File: config.mk
export PLATFORM = sky130hd
export DESIGN_NAME = rf_fill_dump_engine
export DESIGN_NICKNAME = d
export VERILOG_FILES = /design/src/rtl/rf_pkg.sv /design/src/rtl/rf_dump_stage.sv /design/src/rtl/rf_fill_dump_engine.sv
export SDC_FILE = /design/constraint.sdc
export NUM_CORES = 1
export LEC_CHECK = 0
export CORE_MARGIN = 3
export CORE_UTILIZATION = 40
export DETAILED_ROUTE_END_ITERATION = 12
export GPL_ROUTABILITY_DRIVEN = 0
export GPL_TIMING_DRIVEN = 0
export HOLD_SLACK_MARGIN = 0.03
export PLACE_DENSITY = 0.77
export SYNTH_ARGS = -nofsm -noshare
export SYNTH_HDL_FRONTEND = slang
export SYNTH_SLANG_ARGS = --single-unit
File: constraint.sdc
create_clock -name clk -period 3.29 [get_ports clk]
set_input_delay 0.329 -clock clk [delete_from_list [all_inputs] [get_ports clk]]
set_output_delay 0.329 -clock clk [all_outputs]
set_load 0.05 [all_outputs]
File: src/rtl/rf_pkg.sv
// rf_pkg: register-file geometry and fill/dump engine state encoding.
package rf_pkg;
    localparam int DATA_WIDTH = 32;
    localparam int ADDR_WIDTH = 5;
    localparam int NUM_REGS = 2 ** ADDR_WIDTH;
    typedef enum logic [1:0] {IDLE, FILL, DUMP, DONE} state_t;
endpackage

File: src/rtl/rf_dump_stage.sv
// rf_dump_stage: valid/ready holding register for one dump beat (index plus two data words).
module rf_dump_stage
    import rf_pkg::*;
(
    input  logic                  clk,
    input  logic                  rst,
    input  logic                  enable,
    input  logic                  ready,
    input  logic [ADDR_WIDTH-1:0] next_index,
    input  logic [DATA_WIDTH-1:0] next_data_1,
    input  logic [DATA_WIDTH-1:0] next_data_2,
    output logic                  load,
    output logic                  valid,
    output logic [ADDR_WIDTH-1:0] index,
    output logic [DATA_WIDTH-1:0] data_1,
    output logic [DATA_WIDTH-1:0] data_2
);
    assign load = enable && (!valid || ready);
    always_ff @(posedge clk) begin
        if (rst) begin
            valid  <= 1'b0;
            index  <= '0;
            data_1 <= '0;
            data_2 <= '0;
        end else if (load) begin
            valid  <= 1'b1;
            index  <= next_index;
            data_1 <= next_data_1;
            data_2 <= next_data_2;
        end else if (ready) begin
            valid  <= 1'b0;
        end
    end
endmodule

File: src/rtl/rf_fill_dump_engine.sv
// rf_fill_dump_engine: fills registers 1..31 with seed+index, or dumps all registers in pairs over valid/ready.
module rf_fill_dump_engine
    import rf_pkg::*;
(
    input  logic                  clk,
    input  logic                  reset,
    input  logic                  Start_Fill_i,
    input  logic                  Start_Dump_i,
    input  logic [DATA_WIDTH-1:0] Seed_i,
    output logic                  Busy_o,
    output logic                  Done_o,
    output logic                  Reg_Write_o,
    output logic [ADDR_WIDTH-1:0] Write_Register_o,
    output logic [DATA_WIDTH-1:0] Write_Data_o,
    output logic [ADDR_WIDTH-1:0] Read_Register_1_o,
    output logic [ADDR_WIDTH-1:0] Read_Register_2_o,
    input  logic [DATA_WIDTH-1:0] Read_Data_1_i,
    input  logic [DATA_WIDTH-1:0] Read_Data_2_i,
    output logic                  Dump_Valid_o,
    input  logic                  Dump_Ready_i,
    output logic [ADDR_WIDTH-1:0] Dump_Index_o,
    output logic [DATA_WIDTH-1:0] Dump_Data_1_o,
    output logic [DATA_WIDTH-1:0] Dump_Data_2_o
);
    localparam logic [ADDR_WIDTH-1:0] LAST_IDX = ADDR_WIDTH'(NUM_REGS - 1);
    localparam logic [ADDR_WIDTH-1:0] LAST_PAIR_INDEX = ADDR_WIDTH'(NUM_REGS - 2);
    localparam logic [ADDR_WIDTH-1:0] PAIR_END = ADDR_WIDTH'(NUM_REGS / 2);
    state_t state, state_next;
    logic [ADDR_WIDTH-1:0] idx, pair;
    logic [DATA_WIDTH-1:0] seed;
    logic load, fill, dump;
    assign fill = state == FILL;
    assign dump = state == DUMP;
    assign Busy_o = state != IDLE;
    assign Done_o = state == DONE;
    assign Reg_Write_o = fill;
    assign Write_Register_o = fill ? idx : '0;
    assign Write_Data_o = fill ? seed + DATA_WIDTH'(idx) : '0;
    assign Read_Register_1_o = dump ? {pair[ADDR_WIDTH-2:0], 1'b0} : '0;
    assign Read_Register_2_o = dump ? {pair[ADDR_WIDTH-2:0], 1'b1} : '0;
    always_comb begin
        state_next = state;
        case (state)
            IDLE: state_next = Start_Fill_i ? FILL : Start_Dump_i ? DUMP : IDLE;
            FILL: state_next = idx == LAST_IDX ? DONE : FILL;
            DUMP: state_next = Dump_Valid_o && Dump_Ready_i && Dump_Index_o == LAST_PAIR_INDEX ? DONE : DUMP;
            DONE: state_next = IDLE;
            default: state_next = IDLE;
        endcase
    end
    // pair keeps counting to PAIR_END so loading stops once the last pair is captured
    always_ff @(posedge clk) begin
        if (reset) begin
            state <= IDLE;
            idx   <= '0;
            pair  <= '0;
            seed  <= '0;
        end else begin
            state <= state_next;
            idx   <= state_next == FILL ? (fill ? idx + 1'b1 : ADDR_WIDTH'(1)) : '0;
            pair  <= state_next == DUMP ? pair + ADDR_WIDTH'(load) : '0;
            seed  <= state == IDLE && Start_Fill_i ? Seed_i : seed;
        end
    end
    rf_dump_stage u_stage (
        .clk(clk),
        .rst(reset),
        .enable(dump && pair != PAIR_END),
        .ready(Dump_Ready_i),
        .next_index(Read_Register_1_o),
        .next_data_1(Read_Data_1_i),
        .next_data_2(Read_Data_2_i),
        .load(load),
        .valid(Dump_Valid_o),
        .index(Dump_Index_o),
        .data_1(Dump_Data_1_o),
        .data_2(Dump_Data_2_o)
    );
endmodule

==> qor.yml, run 1 <==
startpoint_type: "flop"
first_pass_iters: 7
coreArea_um2: 12100
ctsLongestPathBuffers: 2
vias: 5321
routed_via_density: 4.89
design_area_um2: 8090
grt-ovfl-total: 0
fin_crit_sh_pct: 102
grt_usage_pct: 23.3
drtIter0Drc: 266
synthCells: 665
drc_errors: 0
hold_ws_ns: 0.314
synth_seq_area_share_pct: 45.4
synthArstFlopShare_pct: 0
clk_latency_ns: 0.42
n_antenna_cell: 0
port_buffers: 217
synth_area_leaders: "dfxtp_1 45%, nand2_1 16%, a21oi_1 12%"
synth_top_area_share_pct: 45.4
maxSlewViolCount: 0
numPlacedInstances: 1051
dieArea_um2: 13800
antenna_found_initial: 0
grt_first_pass_wirelength_um: 26000
hold_viol: 0
setup_violations: 5
violations: "setup timing"
fin_cells: 1089
cts-htree-levels: 4
rows: 40
wirelength_um: 16200
synth_seq_cells: 113
cp-end-kind: "output port"
die_x_um: 118
max_cap_violations: 0
regToRegEndpoint: "pair[4]"
clk_pin_slew_ns: 0.05
avgSynthCellArea_um2: 7.50
wl_per_cell_um: 14.8
rrSetupSlack_ns: 0.80
slew_headroom_pct: 55.7
fmax_mhz: 298
finalSetupTns_ns: -0.231
worstReg2RegStart: "state[1]"
reg2reg_depth: 10
cp_max_fo: 5
die_height_um: 118
post-route-util_pct: 66.8
tightest_slew_ns: 0.664
synth.distinct_cells: 43
start_util_pct: 41.2
ioPinCount: 221
worst_ep_required_time_ns: 2.96
ctsHoldBuffers: 0
power_density_nw_per_um2: 487
arrival_ns: 3.03
ys_warn_count: 0
rsz0062_at_grt: "yes"
cts_sinks: 113
ys.flop_type: "dfxtp_1"
hold_class: "primary input to flop"
fin_skew_ns: 0.00878
synth_largest_area_cell: "dfxtp_1"
grt_pass1_vias: 5298
synth.cell_area_um2: 4990
grt_max_degree: 17
placed_cell_area_um2: 7400
nets: 1019
status: "finished, violations left"
min_to: "state[0]"
path_class: "flop to output port"
tritoncts: "yes"
place_hpwl_um: 12000
cts_root_buffer: "clkbuf_16"
yosys-top-cells-count: "212 x nand2_1, 119 x a21oi_1, 113 x dfxtp_1"
synth.most_common_cell: "nand2_1"
numCtsBuffers: 17
hold_depth: 2
holdCritStartpoint: "reset"
synth-edff-count: 0
fin_ws_ns: -0.0663
area_growth_pct: 62.3
min_period_ns: 3.36
drive_gt1_share_pct: 9.34
vdd_drop_max_v: 0.000368
p_leak_uw: 0.00292
ant_nets: 0
-- through the flow --
stage,power [uW],worst slack (ns)
2_1_floorplan,1840,0.112
3_3_place_gp,2110,-0.644
3_5_place_dp,2110,-0.661
4_1_cts,3970,-0.0818
5_1_grt,4090,-0.181
6_report,3940,-0.0663
-- state kept, by name, indices dropped and copies added, names as in the netlist --
register        count
u_stage.valid       1
state               2
u_stage.data_2     32
pair                5
seed               32
u_stage.index       4
u_stage.data_1     32
idx                 5
-- final cells by class --
type | instances | area, um2
plain buffers | 49 | 221
clock buffers | 22 | 464
clock inverters | 10 | 134
fillers | 1072 | 4020
inverters | 12 | 45.0
multi-input cells | 492 | 2550
flip-flops and latches | 113 | 2270
well taps | 168 | 210
repair buffers | 223 | 2200
-- worst max-delay path by stage --
stage	endpoint	cells past startpoint	from	slack, ns
2_1_floorplan	Write_Data_o[26]	8	idx[0]	0.11
6_report	Write_Data_o[26]	10	idx[0]	-0.07
4_1_cts	Write_Data_o[22]	10	idx[0]	-0.08
3_3_place_gp	Write_Data_o[30]	10	idx[0]	-0.64
3_5_place_dp	Write_Data_o[30]	10	idx[0]	-0.66
5_1_grt	Write_Data_o[26]	10	idx[0]	-0.18
-- critical path: stages, from the launching register on --
cell       delay (ns)
dfxtp_2          0.35
ha_4             0.14
inv_2            0.03
fa_2             0.33
and2b_2          0.26
o2111ai_4        0.15
a2111o_1         0.46
buf_6            0.14
or4_4            0.41
a21oi_2          0.15
buf_6            0.18
-- report_power, final --
part,leakage (uW),internal (uW),switching [uW]
logic,0.00171,247,365
registers,0.000920,1430,49.4
clock network,0.000290,1220,624
total,0.00292,2900,1040
-- placed cells by master, fill, tap and decap left out, types with 4 or more instances in the layout --
cell type / n
clkbuf_16: 17
o21ai_0: 12
xor2_1: 8
buf_6: 9
a21oi_2: 7
buf_4: 12
dfxtp_1: 110
inv_1: 10
xnor2_1: 8
and3_1: 4
clkdlybuf4s50_1: 192
clkbuf_1: 39
nand4_1: 5
or3_1: 10
a21oi_1: 112
nand3_1: 13
clkinv_2: 4
dlygate4sd2_1: 4
buf_2: 8
and4_1: 5
nor3_1: 4
ha_1: 8
nand2_1: 212
and2_1: 14
nor2_1: 22
-- timing repair --
item / 4_1_cts / 5_1_grt
endpoints found under the hold margin: 0 / 0
pin swaps: 11 / 2
setup endpoints to repair: 24 / 19
setup buffers: 5 / 1
gates resized for setup: 100 / 24
-- layer usage --
layer / GRT usage (%) / part of all wire [%] / routed length [um]
met5: 0 / 0 / 0
met2: 39.3 / 48 / 7720
met4: 9.52 / 2.0 / 328
met3: 11.3 / 10 / 1620
met1: 24.8 / 40 / 6500
-- kinds of logic (layout without fill, tap and decap cells) --
family	after synthesis	count (layout)	synth area share [%]
xor gates and xnor gates	16	16	2.81
and+or+nand+nor	309	309	27.1
other	1	2	0.0752
buffers and inverters	61	316	5.19
DFF	113	113	45.4
AOI/OAI and AO/OA	155	155	16.8
adders and majority gates	10	10	2.66
No activity file was read; power rests on OpenSTA's default activity.
==> run 2: changes to the inputs <==
--- a/config.mk
+++ b/config.mk
@@ -5,13 +5,15 @@
 export SDC_FILE = /design/constraint.sdc
 export NUM_CORES = 1
 export LEC_CHECK = 0
+export CELL_PAD_IN_SITES_DETAIL_PLACEMENT = 0
+export CELL_PAD_IN_SITES_GLOBAL_PLACEMENT = 2
 export CORE_MARGIN = 3
-export CORE_UTILIZATION = 40
+export CORE_UTILIZATION = 22
 export DETAILED_ROUTE_END_ITERATION = 12
 export GPL_ROUTABILITY_DRIVEN = 0
 export GPL_TIMING_DRIVEN = 0
 export HOLD_SLACK_MARGIN = 0.03
-export PLACE_DENSITY = 0.77
+export PLACE_DENSITY_LB_ADDON = 0.1
 export SYNTH_ARGS = -nofsm -noshare
 export SYNTH_HDL_FRONTEND = slang
 export SYNTH_SLANG_ARGS = --single-unit
==> qor.yml, run 2 (same netlist as run 1, synthesis figures left out) <==
start_util_pct: 22.6  # was 41.2%
finalSetupTns_ns: -0.664  # was -0.231 ns
min_period_ns: 3.46  # was 3.36 ns
routed_via_density: 4.38  # was 4.89
slew_headroom_pct: 45.5  # was 55.7%
clock_power_share_pct: 47.5  # was 46.9%
ioPinCount: 221  # unchanged
tightest_slew_ns: 0.818  # was 0.664 ns
grt_usage_pct: 14.9  # was 23.3%
antenna_found_initial: 0  # unchanged
area_growth_pct: 67.3  # was 62.3%
ctsHoldBuffers: 0  # unchanged
cp_max_fo: 5  # unchanged
p_leak_uw: 0.00296  # was 0.00292 uW
place_hpwl_um: 14100  # was 12,000 um
die_height_um: 157  # was 118 um
hold_class: "primary input to flop"  # unchanged
rsz0062_at_grt: "yes"  # unchanged
path_class: "flop to output port"  # unchanged
seq_power_share_pct: 37.0  # was 37.6%
drtIter0Drc: 163  # was 266
die_x_um: 157  # was 118 um
setup_violations: 6  # was 5
startpoint_type: "flop"  # unchanged
cts-htree-levels: 4  # unchanged
p_sw_share_pct: 28.0  # was 26.4%
placed_cell_area_um2: 7540  # was 7400 um2
layout_common_cells: "212 x nand2_1, 191 x clkdlybuf4s50_1, 112 x a21oi_1"  # was 212 x nand2_1, 192 x clkdlybuf4s50_1, 112 x a21oi_1
grt-ovfl-total: 0  # unchanged
coreArea_um2: 22000  # was 12,100 um2
fin_cells: 1206  # was 1,089
status: "finished, violations left"  # unchanged
fin_ws_ns: -0.165  # was -0.0663 ns
num-fill-cells: 2291  # was 1,072
first_pass_iters: 4  # was 7
dieArea_um2: 24500  # was 13,800 um2
max_cap_violations: 0  # unchanged
rows: 54  # was 40
final_common_cell: "nand2_1"  # unchanged
numCtsBuffers: 17  # unchanged
drive_gt1_share_pct: 10.8  # was 9.34%
hold_viol: 0  # unchanged
reg_top3: "seed x32, u_stage.data_1 x32, u_stage.data_2 x32"  # unchanged
worst_ep_required_time_ns: 2.96  # about the same
p_sw_uw: 1120  # was 1040 uW
cp-end-kind: "output port"  # unchanged
power_density_nw_per_um2: 479  # was 487 nW/um2
fin_skew_ns: 0.00883  # was 0.00878 ns
nets: 1024  # was 1,019
design_area_um2: 8340  # was 8090 um2
wl_per_cell_um: 15.2  # was 14.8 um
tritoncts: "yes"  # unchanged
port_buffers: 217  # unchanged
fin_crit_sh_pct: 105  # was 102%
cts_root_buffer: "clkbuf_16"  # unchanged
vias: 5281  # was 5,321
violations: "setup timing"  # unchanged
grt_max_degree: 17  # unchanged
reg2reg_depth: 10  # unchanged
arrival_ns: 3.13  # was 3.03 ns
wirelength_um: 18400  # was 16,200 um
intPower_uw: 2880  # was 2900 uW
clk_pin_slew_ns: 0.05  # about the same
grt_pass1_vias: 5468  # was 5,298
n_antenna_cell: 0  # unchanged
hold_depth: 2  # unchanged
ctsLongestPathBuffers: 2  # unchanged
vdd_drop_max_v: 0.000341  # was 0.000368 V
fmax_mhz: 289  # was 298 MHz
clk_latency_ns: 0.41  # was 0.42 ns
ant_nets: 0  # unchanged
maxSlewViolCount: 0  # unchanged
drc_errors: 0  # unchanged
cts_sinks: 113  # unchanged
combPwrFrac_pct: 15.5  # about the same
numPlacedInstances: 1163  # was 1,051
place_ws_ns: -0.838  # was -0.661 ns
grt_first_pass_wirelength_um: 28700  # was 26,000 um
-- run 2: area by class of cell --
type / count / area, um2 / area share, %
buffer: 49 / 224 / 2.69
inverter: 12 / 45.0 / 0.540
timing repair buffer: 228 / 2240 / 26.8
multi-input combinational: 492 / 2610 / 31.2
clock inverter: 15 / 184 / 2.21
clock buffer: 17 / 425 / 5.10
tap: 280 / 350 / 4.20
sequential: 113 / 2270 / 27.2
-- run 2: path summary, 6_finish.rpt --
kind	endpoint	from	slack, ns
worst max-delay path	Write_Data_o[30]	idx[0]	-0.17
worst min-delay path	state[1]	reset	0.31
worst max register to register	pair[4]	state[1]	0.70
worst min register to register	u_stage.data_1[31]	u_stage.data_1[31]	0.45
-- run 2: layer usage --
layer	vias up	routed length, um	GRT usage, %
met5	-	0	0
met4	0	152	3.46
met1	2414	7630	17.1
li1	2705	-	-
met2	154	8880	25.3
met3	8	1710	7.11
-- run 2: power by group through the flow --
stage / sequential (uW) / combinational [uW] / clock [uW]
final: 1480 / 618 / 1900
after global routing: 1490 / 670 / 2030
after CTS: 1480 / 625 / 1960
after detailed placement: 1510 / 619 / 0
after global placement: 1510 / 616 / 0
after floorplan: 1600 / 235 / 0
-- run 2: critical path: stages, from the launching register on --
cell and delay, ns:
dfxtp_4 0.35, ha_4 0.13, inv_2 0.03, fa_2 0.34, and2b_2 0.27, o2111ai_4 0.12, a2111o_1 0.57, buf_6 0.18
or3_4 0.37, a21oi_4 0.17, buf_6 0.18
-- run 2: metrics by stage --
step	hold WS [ns]	utilization (%)	total power [uW]
4_1_cts	0.320	37.6	4060
3_5_place_dp	0.446	34.2	2130
6_report	0.314	37.9	4000
5_1_grt	0.359	37.9	4190
2_1_floorplan	0.440	-	1840
3_3_place_gp	0.441	34.2	2120
-- run 2: timing repair --
item | 4_1_cts | 5_1_grt
resized for setup | 115 | 42
buffers inserted | 9 | 2
pin swaps | 10 | 11
endpoints found under the setup margin | 24 | 23
==> run 3: changes to the inputs <==
--- a/config.mk
+++ b/config.mk
@@ -8,12 +8,12 @@
 export CELL_PAD_IN_SITES_DETAIL_PLACEMENT = 0
 export CELL_PAD_IN_SITES_GLOBAL_PLACEMENT = 2
 export CORE_MARGIN = 3
-export CORE_UTILIZATION = 22
+export CORE_UTILIZATION = 25
 export DETAILED_ROUTE_END_ITERATION = 12
-export GPL_ROUTABILITY_DRIVEN = 0
 export GPL_TIMING_DRIVEN = 0
 export HOLD_SLACK_MARGIN = 0.03
 export PLACE_DENSITY_LB_ADDON = 0.1
 export SYNTH_ARGS = -nofsm -noshare
 export SYNTH_HDL_FRONTEND = slang
+export SYNTH_HIERARCHICAL = 1
 export SYNTH_SLANG_ARGS = --single-unit
==> qor.yml, run 3 <==
status: "complete, no violations"  # was finished, violations left
slew_headroom_pct: 55.2  # was 45.5%
vias: 5296  # was 5,281
fin_skew_ns: 0.00907  # was 0.00883 ns
post-route-util_pct: 39.5  # was 37.9%
path_class: "flop to output port"  # unchanged
path_cells: "ha_1, a21oi_1, nand4b_1, clkbuf_2, a21oi_1, nand4_1, mux2i_1, clkdlybuf4s15_2"  # was ha_4, inv_2, fa_2, and2b_2, o2111ai_4, a2111o_1, buf_6, or3_4, a21oi_4, buf_6
grt_usage_pct: 14.9  # about the same
start_util_pct: 25.7  # was 22.6%
grt_first_pass_wirelength_um: 30500  # was 28,700 um
timing.critical_path.mode_cell: "a21oi_1"  # was buf_6
area_growth_pct: 54.0  # was 67.3%
worst_ep_required_time_ns: 2.96  # about the same
num-fill-cells: 2306  # was 2,291
synth.distinct_cells: 47  # was 43
drc_errors: 0  # unchanged
first_pass_iters: 4  # unchanged
grt_pass1_vias: 5660  # was 5,468
ioPinCount: 221  # unchanged
hold_viol: 0  # unchanged
ys_warn_count: 6  # was 0
synth.cell_area_um2: 5880  # was 4990 um2
synthArstFlopShare_pct: 0  # unchanged
synth_seq_cells: 114  # was 113
synth_top_area_share_pct: 38.8  # was 45.4%
routed_via_density: 4.31  # was 4.38
avgSynthCellArea_um2: 8.86  # was 7.50 um2
cp-end-kind: "output port"  # unchanged
hold_class: "primary input to flop"  # unchanged
die_x_um: 159  # was 157 um
ctsLongestPathBuffers: 2  # unchanged
tritoncts: "yes"  # unchanged
grt_max_degree: 17  # unchanged
cp_max_fo: 10  # was 5
wl_met3_um: 1830  # was 1710 um
dieArea_um2: 25400  # was 24,500 um2
maxSlewViolCount: 0  # unchanged
max_cap_violations: 0  # unchanged
synth_xor_area_share_pct: 4.47  # was 2.81%
final_common_cell: "clkdlybuf4s50_1"  # was nand2_1
power_density_nw_per_um2: 464  # was 479 nW/um2
synth_seq_area_share_pct: 38.8  # was 45.4%
reg_top3: "seed x32, u_stage/data_1 x32, u_stage/data_2 x32"  # was seed x32, u_stage.data_1 x32, u_stage.data_2 x32
antenna_found_initial: 1  # was 0
synthAdderAreaFrac_pct: 2.25  # was 2.66%
synthMuxAreaShare_pct: 11.9  # was 0%
crit_family: "buffers and inverters"  # was compound AO/OA/AOI/OAI gates
drtIter0Drc: 111  # was 163
clk_pin_slew_ns: 0.06  # was 0.05 ns
fin_ws_ns: 0.0940  # was -0.165 ns
synth-edff-count: 0  # unchanged
total_power_uw: 4210  # was 4000 uW
wl_per_cell_um: 15.4  # was 15.2 um
layout_common_cells: "190 x clkdlybuf4s50_1, 140 x nand2b_1, 113 x dfxtp_1"  # was 212 x nand2_1, 191 x clkdlybuf4s50_1, 112 x a21oi_1
ant_nets: 0  # unchanged
ys.flop_type: "dfxtp_1"  # unchanged
rows: 55  # was 54
synth_top_family_by_area: "simple AND/OR/NAND/NOR gates"  # unchanged
fin_crit_sh_pct: 97.1  # was 105%
rsz0062_at_grt: "yes"  # unchanged
wl_met2_um: 9060  # was 8880 um
grt-ovfl-total: 0  # unchanged
wirelength_um: 19000  # was 18,400 um
place_hpwl_um: 14800  # was 14,100 um
synth_area_leaders: "dfxtp_1 39%, nand2b_1 15%, mux2i_1 12%"  # was dfxtp_1 45%, nand2_1 16%, a21oi_1 12%
ctsHoldBuffers: 0  # unchanged
drt-met1-wl_um: 7830  # was 7630 um
p_leak_uw: 0.00324  # was 0.00296 uW
cts_sinks: 114  # was 113
fmax_mhz: 313  # was 289 MHz
setup_violations: 0  # was 6
synthCells: 664  # was 665
vdd_drop_max_v: 0.000310  # was 0.000341 V
synth_compound_gate_area_share_pct: 7.87  # was 16.8%
arrival_ns: 2.87  # was 3.13 ns
nets: 1014  # was 1,024
synth-simple-area-share_pct: 28.5  # was 27.1%
tightest_slew_ns: 0.671  # was 0.818 ns
cts_root_buffer: "clkbuf_16"  # unchanged
yosys-top-cells-count: "140 x nand2b_1, 114 x dfxtp_1, 74 x nand2_1"  # was 212 x nand2_1, 119 x a21oi_1, 113 x dfxtp_1
cts-htree-levels: 4  # unchanged
cp_slowest_stage_delay_ns: 0.40  # was 0.57 ns
drive_gt1_share_pct: 9.50  # was 10.8%
min_period_ns: 3.20  # was 3.46 ns
numCtsBuffers: 17  # unchanged
numPlacedInstances: 1196  # was 1,163
die_height_um: 159  # was 157 um
fin_cells: 1230  # was 1,206
port_buffers: 218  # was 217
place.gp.congestion: 0.752
clk_latency_ns: 0.41  # about the same
synth.most_common_cell: "nand2b_1"  # was nand2_1
crit_slowest_cell: "clkdlybuf4s15_2"  # was a2111o_1
startpoint_type: "flop"  # unchanged
coreArea_um2: 22900  # was 22,000 um2
place_ws_ns: -0.329  # was -0.838 ns
finalSetupTns_ns: 0  # was -0.664 ns
crit_buf_inv: 2  # was 3
top_layer: "met4"  # unchanged
synth_largest_area_cell: "dfxtp_1"  # unchanged
run 3: repair_timing:
item	in CTS	in global routing
resized for setup	87	23
endpoints found under the setup margin	28	25
buffers inserted	1	0
pin swaps	1	1
run 3: worst reg2reg max path: cells and delay by family, from the launching register on:
family	cells	cell delay [ns]
simple gates	3	0.82
xor+xnor	1	0.16
buf+inv	2	0.34
flops	1	0.35
compound gates	2	0.38
fa+ha+maj	2	0.41
run 3: report_power, final:
part / total, uW / switching (uW) / internal, uW
Combinational: 742 / 413 / 329
Clock: 1960 / 681 / 1280
Sequential: 1510 / 58.9 / 1450
Total: 4210 / 1150 / 3060
run 3: metrics by stage:
stage	area (um2)	hold WS, ns
3_5_place_dp	8460	0.457
6_report	9060	0.295
3_3_place_gp	8460	0.446
2_1_floorplan	5890	0.440
4_1_cts	9060	0.276
5_1_grt	9060	0.306
run 3: logic make-up (layout without fill, tap and decap cells):
family	count (synthesis)	count (layout)
AND/OR/NAND/NOR	307	307
other	1	3
AO/OA/AOI/OAI	75	75
multiplexers	70	70
XOR/XNOR	30	30
adder cells (fa/ha/maj)	10	10
buffers and inverters	57	308
flip-flops	114	114
run 3: worst paths after layout:
kind                            cells after the start                to  slack (ns)  startpoint
worst min-delay path                                2     u_stage/valid        0.29       reset
worst min register to register                      2           seed[4]        0.47     seed[4]
worst max register to register                     10           pair[4]        0.73     pair[2]
worst max-delay path                                8  Write_Data_o[31]        0.09      idx[1]
run 3: routing by layer:
| layer | track usage [%] | vias up |
|---|---|---|
| met1 | 16.4 | 2437 |
| met5 | 0 | - |
| met4 | 3.86 | 0 |
| li1 | - | 2682 |
| met3 | 7.57 | 17 |
| met2 | 25.4 | 160 |
run 3: final cells by class:
| type | count | area, um2 | area share, % |
|---|---|---|---|
| inverters | 7 | 26.3 | 0.290 |
| flip-flops and latches | 114 | 2280 | 25.2 |
| well taps | 313 | 392 | 4.32 |
| clock buffers | 21 | 480 | 5.30 |
| plain buffers | 50 | 350 | 3.87 |
| multi-input cells | 494 | 3260 | 36.0 |
| repair buffers | 219 | 2110 | 23.3 |
| clock inverters | 11 | 151 | 1.67 |
| diodes | 1 | 2.50 | 0.0276 |
